**config.mk**
```make
export PLATFORM = sky130hd
export DESIGN_NAME = sm_sum_collector
export DESIGN_NICKNAME = d
export VERILOG_FILES = /design/src/rtl/sm_sum_collector.sv
export SDC_FILE = /design/constraint.sdc
export NUM_CORES = 1
export LEC_CHECK = 0
export CORE_ASPECT_RATIO = 1.2
export CORE_MARGIN = 5
export CORE_UTILIZATION = 50
export DETAILED_ROUTE_END_ITERATION = 6
export GPL_ROUTABILITY_DRIVEN = 0
export PLACE_DENSITY = 0.79
export RECOVER_POWER = 25
export SYNTH_ARGS = -nofsm -noshare
export SYNTH_HDL_FRONTEND = slang
export SYNTH_SLANG_ARGS = --single-unit
export TNS_END_PERCENT = 30
```
**constraint.sdc**
```tcl
create_clock -name clk -period 9.2 [get_ports clk]
set_input_delay 1.38 -clock clk [delete_from_list [all_inputs] [get_ports clk]]
set_output_delay 1.38 -clock clk [all_outputs]
set_load 0.005 [all_outputs]
```
**src/rtl/sm_sum_collector.sv**
```systemverilog
// Sign-magnitude block accumulator: sums cfg_len samples (or fewer on flush)
// with per-step clamping to +/-(2^ACC_MAG - 1), then holds the total for a handshake.
module sm_sum_collector #(
  parameter int unsigned ACC_MAG = 12
) (
  input  logic               clk,
  input  logic               rst_n,
  input  logic               in_valid,
  output logic               in_ready,
  input  logic [8:0]         in_sum,
  input  logic [4:0]         cfg_len,
  input  logic               flush,
  output logic               out_valid,
  input  logic               out_ready,
  output logic [ACC_MAG:0]   out_total,
  output logic [5:0]         out_count,
  output logic               out_sat
);

  localparam int unsigned AW = ACC_MAG + 2;
  localparam logic signed [AW-1:0] MAXV = AW'((1 << ACC_MAG) - 1);
  localparam logic signed [AW-1:0] MINV = -MAXV;

  typedef enum logic [1:0] {S_IDLE, S_ACCUM, S_HOLD} state_t;

  state_t                 r_state, w_next_state;
  logic signed [AW-1:0]   r_acc, w_acc_next;
  logic [5:0]             r_cnt, w_cnt_next;
  logic [5:0]             r_len, w_len_next;
  logic                   r_sat, w_sat_next;
  logic [ACC_MAG:0]       r_out_total;
  logic [5:0]             r_out_count;
  logic                   r_out_sat;

  logic                   w_accept;
  logic                   w_load_out;
  logic signed [AW-1:0]   w_mag;
  logic signed [AW-1:0]   w_sample;
  logic signed [AW-1:0]   w_sum;
  logic signed [AW-1:0]   w_clamped;
  logic                   w_clip;
  logic [5:0]             w_len;
  logic [5:0]             w_cnt_inc;
  logic                   w_neg;
  logic [ACC_MAG-1:0]     w_abs;

  assign in_ready  = (r_state != S_HOLD);
  assign out_valid = (r_state == S_HOLD);
  assign w_accept  = in_valid && in_ready;

  // -0 needs no special case: negating a zero magnitude yields zero
  assign w_mag     = {{(AW-8){1'b0}}, in_sum[7:0]};
  assign w_sample  = in_sum[8] ? -w_mag : w_mag;
  assign w_sum     = r_acc + w_sample;
  assign w_clip    = (w_sum > MAXV) || (w_sum < MINV);
  assign w_clamped = (w_sum > MAXV) ? MAXV : ((w_sum < MINV) ? MINV : w_sum);
  assign w_len     = (cfg_len == 5'd0) ? 6'd32 : {1'b0, cfg_len};
  assign w_cnt_inc = r_cnt + 6'd1;

  always_comb begin
    w_next_state = r_state;
    w_acc_next   = r_acc;
    w_cnt_next   = r_cnt;
    w_len_next   = r_len;
    w_sat_next   = r_sat;
    w_load_out   = 1'b0;
    case (r_state)
      S_IDLE: begin
        if (w_accept) begin
          w_acc_next = w_sample;
          w_cnt_next = 6'd1;
          w_len_next = w_len;
          w_sat_next = 1'b0;
          if (w_len == 6'd1) begin
            w_next_state = S_HOLD;
            w_load_out   = 1'b1;
          end else begin
            w_next_state = S_ACCUM;
          end
        end
      end
      S_ACCUM: begin
        if (w_accept) begin
          w_acc_next = w_clamped;
          w_cnt_next = w_cnt_inc;
          w_sat_next = r_sat | w_clip;
        end
        if ((w_accept && (w_cnt_inc == r_len)) || flush) begin
          w_next_state = S_HOLD;
          w_load_out   = 1'b1;
        end
      end
      S_HOLD: begin
        if (out_ready) w_next_state = S_IDLE;
      end
      default: w_next_state = S_IDLE;
    endcase
  end

  // |acc| <= 2^ACC_MAG - 1, so negating only the low ACC_MAG bits is exact
  assign w_neg = w_acc_next[AW-1];
  assign w_abs = w_neg ? (~w_acc_next[ACC_MAG-1:0] + 1'b1) : w_acc_next[ACC_MAG-1:0];

  always_ff @(posedge clk) begin
    if (!rst_n) begin
      r_state     <= S_IDLE;
      r_acc       <= '0;
      r_cnt       <= '0;
      r_len       <= 6'd32;
      r_sat       <= 1'b0;
      r_out_total <= '0;
      r_out_count <= '0;
      r_out_sat   <= 1'b0;
    end else begin
      r_state <= w_next_state;
      r_acc   <= w_acc_next;
      r_cnt   <= w_cnt_next;
      r_len   <= w_len_next;
      r_sat   <= w_sat_next;
      if (w_load_out) begin
        r_out_total <= {w_neg, w_abs};
        r_out_count <= w_cnt_next;
        r_out_sat   <= w_sat_next;
      end
    end
  end

  assign out_total = r_out_total;
  assign out_count = r_out_count;
  assign out_sat   = r_out_sat;

endmodule

```
==> flow_summary.yaml, run 1 <==
logic_synthesis:
  yosys_warnings: 0
  synth_compound_area_share_pct: 26.39
  synthTopCellsByCount: "nor2_1, nand2_1, dfxtp_1"
  ys_ff_latch: 49
  synth_fp_nets: 492
  synthXorXnorAreaFrac_pct: 8.476
  synthTopCellsByArea: "dfxtp_1, ha_1, nor2_1, nand2_1, a21oi_1"
  synth_edf_count: 0
  ys.flop_type: "dfxtp_1"
  muxShareOfSynthArea_pct: 1.466
  syn_inst: 453
  yosysSeqAreaShare_pct: 28.04
  avgSynthCellArea_um2: 7.723
  synthAdderAreaFrac_pct: 7.368
  syn_area_mm2: 0.003498
  synth_cell_types: 67
  synth_top_area_share_pct: 28.04
  synth_top_family_by_area: "compound AO/OA/AOI/OAI gates"
  synth-simple-area-share_pct: 23.89
  ys_async_sr_fraction_pct: 0
  synth_top_cell_by_area: "dfxtp_1"
  yosysMostFrequentCell: "nor2_1"
cells_and_area:
  area.growth.synth_to_final_pct: 15.88
  fillers: 630
  fin_util_pct: 59.50
  diodes: 0
  final_layout_size_suffix_gt1_share_pct: 6.598
  nNetsFinal: 523
clock_tree:
  root_buffer: "clkbuf_8"
  cts_tree: "built"
  clk_latency_ns: 0.31
  cts_resized: 0
  cts_made_buffers: 5
  clock_path_buffers: 2
  cts.sinks: 49
  cts.reportedPaths.clkPinSlew_ns: 0.09
  h-tree-depth: 2
  postCtsSetupBuffers: 0
  hold_buffers: 0
routing:
  drtIter0Drc: 253
  wire_per_inst_um: 16.88
  drt_first_pass_iters: 5
  drc: 0
  num_vias: 3512
  wl_mm: 9.653
  routed_via_density: 6.140
  drtAntennaViolNets: 0
sta:
  grt_setup_unrepaired: "no"
  fin_crit_sh_pct: 79.34
  final-hold-violation-count: 0
  final-setup-viol-count: 0
  max_freq_mhz: 137.0
  slew_headroom_pct: 23.90
  slew_viol_final: 0
  tightest_slew_ns: 1.142
  post-route-min-period_ns: 7.299
  finalClockSkew_ns: 0.007310
  timing.setup.tns_ns: 0
global_route:
  grt_pass1_vias: 3382
  grt_pass1_wl_mm: 16.02
  overflow: 0
  antenna_found_initial: 0
  grtUsageTotal_pct: 22.34
  grt_max_degree: 38
critical_path:
  cp.required_ns: 9.42
  worstSetupStartpointType: "primary input"
  cp_top_family: "simple AND/OR/NAND/NOR gates"
  cp_data_arrival_time_ns: 7.52
  cp_cell_sequence: "clkdlybuf4s50_1 -> inv_1 -> ha_1 -> or4b_2 -> o21ai_0 -> xnor2_1 -> ha_1 -> a21oi_1 -> nand2_1 -> o21ai_0 -> mux2i_1 -> nand3b_1 -> ha_1 -> nor4_1 -> a21oi_1 -> inv_1 -> ha_1 -> o21ai_0 -> nor4b_2 -> a21oi_1 -> xor2_1 -> a211oi_2"
  slowest_stage: "mux2i_1"
  path_common_cell: "ha_1"
  critPathMaxFanout: 10
  critPathCaptureType: "flop"
  rrSetupSlack_ns: 3.93
  path_buf_inv: 3
  max_stage_delay_ns: 0.81
  crit_type: "in2reg"
power:
  p_int_uw: 389.9
  seq_power_share_pct: 37.9
  ir_worst_vdd_mv: 0.1329
  total_leakage_power_uw: 0.001595
  p_sw_uw: 254.8
  switching_share_pct: 39.52
  powerDensity_mw_per_mm2: 159.0
  p_clk_share_pct: 20.7
  combinationalPowerShare_pct: 41.4
placed_design:
  dpl.hpwl_mm: 7.300
  io_buffer_count: 40
die:
  num_io_pins: 41
  die_x_um: 86.36
  die_h_um: 101.6
  die_area_mm2: 0.008777
  core_area_mm2: 0.006813
  core.rowCount: 33
  start_util_pct: 51.35
status:
  status: "finished, final reports clean"
job:
  cap_violations: 0
worst_hold_path:
  hp-class: "reg2reg"
cell usage in the layout (no fill, tap or decap), types with 5 or more instances in the layout:
cell type / n
nor3_1: 8
nor2_1: 53
a21oi_1: 36
a21o_1: 5
and2_1: 10
clkdlybuf4s50_1: 23
ha_1: 19
xor2_1: 15
xnor2_1: 17
o211ai_1: 9
dlygate4sd3_1: 17
nand2b_1: 5
nand2_1: 52
clkbuf_8: 5
inv_1: 19
o21ai_0: 23
dfxtp_1: 49
nand3_1: 7
o22ai_1: 6
a211oi_1: 6
o21a_1: 7
a31oi_1: 6
cells by family (layout without fill, tap and decap cells):
| kind of cell | after synthesis | count (layout) |
|---|---|---|
| compound gates | 135 | 135 |
| xor+xnor | 33 | 33 |
| fa+ha+maj | 20 | 20 |
| buf+inv | 40 | 72 |
| flops | 49 | 49 |
| mux | 5 | 5 |
| simple gates | 171 | 171 |
layout make-up:
| cell class | instances | area, um^2 | share of cell area, % |
|---|---|---|---|
| inverters | 22 | 82.58 | 2.037 |
| well taps | 87 | 108.9 | 2.685 |
| clock buffers | 5 | 68.82 | 1.698 |
| multi-input cells | 364 | 2371 | 58.49 |
| flip-flops and latches | 49 | 980.9 | 24.20 |
| repair buffers | 42 | 415.4 | 10.25 |
| clock inverters | 3 | 26.28 | 0.6481 |
sequential cells by signal, summed over array words and instances, names as in the netlist:
name,cells
r_len,6
r_sat,1
out_sat,1
out_total,13
r_cnt,6
r_acc,14
out_count,6
r_state,2
path summary, 6_finish.rpt:
check               startpoint           end  cells past startpoint
setup / recovery     in_sum[0]  out_total[8]                     22
hold / removal    out_count[5]  out_count[5]                      2
hold reg to reg   out_count[5]  out_count[5]                      2
setup reg to reg      r_acc[0]  out_total[8]                     22
power groups by stage:
stage / registers, uW / logic, uW / clock network [uW]
4_1_cts: 244 / 264 / 135
5_1_grt: 247 / 292 / 145
3_5_place_dp: 249 / 261 / 0
6_report: 244 / 267 / 133
2_1_floorplan: 243 / 191 / 0
3_3_place_gp: 249 / 256 / 0
per-layer routing:
layer	track usage [%]	vias to the layer above	part of all wire [%]
li1	-	1686	-
met1	29.41	1644	44
met2	35.87	150	46
met3	4.394	32	6.8
met4	8.873	0	2.9
met5	0	-	0
worst reg2reg max path, cell delays in order (launching register included):
cell      delay [ns]
dfxtp_1         0.40
ha_1            0.23
inv_1           0.07
fa_1            0.40
nand2b_1        0.18
a21oi_1         0.18
nor2b_1         0.11
o21ai_0         0.30
xor2_1          0.11
or4_1           0.41
nor4_1          0.28
nand4_1         0.13
nand3b_1        0.11
ha_1            0.35
nor4_1          0.38
a21oi_1         0.16
inv_1           0.11
ha_1            0.17
o21ai_0         0.15
nor4b_2         0.42
a21oi_1         0.14
xor2_1          0.20
a211oi_2        0.22
through the flow:
stage	cells	cell area (um^2)	total power [uW]	hold slack [ns]	worst slack, ns
floorplan	453	3498	433.7	0.4481	2.836
global placement	564	3959	504.4	0.4432	1.984
detailed placement	564	3959	510.1	0.4477	1.759
CTS	572	4054	642.6	0.4632	2.033
global route	572	4054	684.2	0.4882	1.530
finish	572	4054	644.6	0.4584	1.901
Note: power is estimated with default switching activity, not from simulation.
==> inputs of run 2 (changes only) <==
--- a/config.mk
+++ b/config.mk
@@ -10,7 +10,7 @@
 export CORE_UTILIZATION = 50
 export DETAILED_ROUTE_END_ITERATION = 6
 export GPL_ROUTABILITY_DRIVEN = 0
-export PLACE_DENSITY = 0.79
+export PLACE_DENSITY = 0.81
 export RECOVER_POWER = 25
 export SYNTH_ARGS = -nofsm -noshare
 export SYNTH_HDL_FRONTEND = slang
==> constraint.sdc (replaced) <==
create_clock -name clk -period 6.19 [get_ports clk]
set_input_delay 0.9285 -clock clk [delete_from_list [all_inputs] [get_ports clk]]
set_output_delay 0.9285 -clock clk [all_outputs]
set_load 0.005 [all_outputs]
==> run 2 against run 1 <==
The run now ends with DRC left. Critical endpoint is now out_total[11]. Utilization up 10 points. Sequential share of layout area down 3.5 points. Hold slack got worse by 0.00098 ns. Die area stayed put. Total power is 82% higher. Setup slack worse by 1.7 ns.
==> flow_summary.yaml, run 2 (same netlist as run 1, synthesis figures left out) <==
routing:
  drt_first_pass_iters: 7
  num_vias: 3882
  wire_per_inst_um: 17.14
  drtAntennaViolNets: 0
  routed_via_density: 6.047
  drtIter0Drc: 517
  drc: 5
  wl_mm: 11.00
sta:
  final-setup-viol-count: 0
  tightest_slew_ns: 0.8427
  finalClockSkew_ns: 0.007847
  final-hold-violation-count: 0
  slew_viol_final: 0
  max_freq_mhz: 167.0
  holdWs_ns: 0.4574
  slew_headroom_pct: 43.82
  post-route-min-period_ns: 5.987
  fin_crit_sh_pct: 96.73
  fin_ws_ns: 0.2027
critical_path:
  reg2reg_from: "r_acc[0]"
  critPathMaxFanout: 6
  worstSetupStartpointType: "primary input"
  crit_type: "in2reg"
  critPathCaptureType: "flop"
  cp_data_arrival_time_ns: 6.21
  cp.required_ns: 6.42
  r2r_end: "out_total[8]"
  rrSetupSlack_ns: 1.37
  worst_r2r_path_depth: 22
worst_hold_path:
  holdCritStartpoint: "out_total[4]"
  hold_path_end: "out_total[4]"
  whs_path_depth: 2
  hp-class: "reg2reg"
clock_tree:
  clock_path_buffers: 2
  cts.reportedPaths.clkPinSlew_ns: 0.08
  cts.sinks: 49
  root_buffer: "clkbuf_8"
  h-tree-depth: 2
  clk_latency_ns: 0.30
  cts_made_buffers: 5
  cts_tree: "built"
cells_and_area:
  most-common-layout-cells: "buf_4, nor2_1, nand2_1, dfxtp_1, a21oi_1"
  final_layout_size_suffix_gt1_share_pct: 21.44
  area.growth.synth_to_final_pct: 35.59
  final_common_cell: "buf_4"
  largest_reg_flops: 14
  diodes: 0
  fillers: 540
  nNetsFinal: 593
  stdcell_area_mm2: 0.004743
  top_register: "r_acc"
global_route:
  grt_pass1_vias: 3773
  antenna_found_initial: 0
  overflow: 0
  grtUsageTotal_pct: 24.49
  grt_pass1_wl_mm: 17.52
  grt_max_degree: 38
job:
  cap_violations: 0
die:
  core_area_mm2: 0.006813
  num_io_pins: 41
  start_util_pct: 51.35
  die_h_um: 101.6
  core.rowCount: 33
  die_area_mm2: 0.008777
  die_x_um: 86.36
power:
  ir_worst_vdd_mv: 0.1909
  total_leakage_power_uw: 0.001994
  powerDensity_mw_per_mm2: 247.1
status:
  violations: "DRC"
  status: "finished with violations"
placed_design:
  place_area_mm2: 0.004469
  dpl.hpwl_mm: 8.099
  pre_cts_slack_ns: -0.3624
  io_buffer_count: 40
run 2: cell count changes in the layout (fill, tap and decap cells not counted), moves of 3 or more:
cell,change
ha_4,+3
ha_1,-4
o21ai_0,-4
a21oi_1,-3
buf_4,+70
a21oi_2,+3
run 2: what timing repair did:
action                                  in CTS  in global routing
pin swaps                                    1                  5
setup buffers                                0                  2
gates cloned                                 0                  0
endpoints found under the setup margin       6                  9
gates resized for setup                      2                 24
hold buffers                                 0                  0
run 2: power by group:
part,internal (uW),switching (uW)
Clock,163,110
Combinational,249,285
Sequential,340,25.4
Total,751,421
run 2: how the worst max path moves through the flow:
stage,from,end,cells past startpoint
floorplan,in_sum[0],out_total[8],23
global placement,in_sum[0],out_total[8],23
detailed placement,in_sum[0],out_total[8],23
CTS,in_sum[0],out_total[8],23
global route,in_sum[1],out_total[8],25
finish,in_sum[1],out_total[11],22
run 2: worst max-delay path, cell delays in order:
cell and delay [ns]:
clkdlybuf4s50_1 0.45, or4_4 0.55, o41ai_2 0.25, xnor2_1 0.19, ha_1 0.29, buf_4 0.15, nand2_1 0.11, o21ai_0 0.14
a21o_1 0.23, or3_2 0.50, and2_4 0.17, nand3b_1 0.19, ha_4 0.33, buf_4 0.15, inv_1 0.06, o2111a_1 0.15
a211oi_1 0.30, a21o_1 0.27, and4bb_2 0.30, nor3b_1 0.24, mux2i_1 0.11, a21oi_1 0.13
run 2: area by class of cell:
class	count	area, um^2	area share, %
Inverter	22	82.58	1.741
Multi-Input combinational cell	364	2490	52.49
Sequential cell	49	980.9	20.68
Clock inverter	3	68.82	1.451
Timing Repair Buffer	112	943.4	19.89
Clock buffer	5	68.82	1.451
Tap cell	87	108.9	2.295
run 2: metal layers:
metal  GRT usage, %  vias up  routed length (um)
met5              0        -                   0
met3          4.068       50                 822
met1          30.47     1781                4413
met2          42.11      218                5373
li1               -     1833                   -
met4          9.472        0                 394
run 2: per-stage QoR:
step	setup TNS [ns]	util [%]	instances	power (uW)
finish	0	69.62	642	1172
global route	-0.1505	69.62	642	1234
CTS	0	67.84	640	1138
detailed placement	-1.897	65.60	632	856.8
global placement	-0.1420	65.60	632	840.9
floorplan	0	-	453	644.7
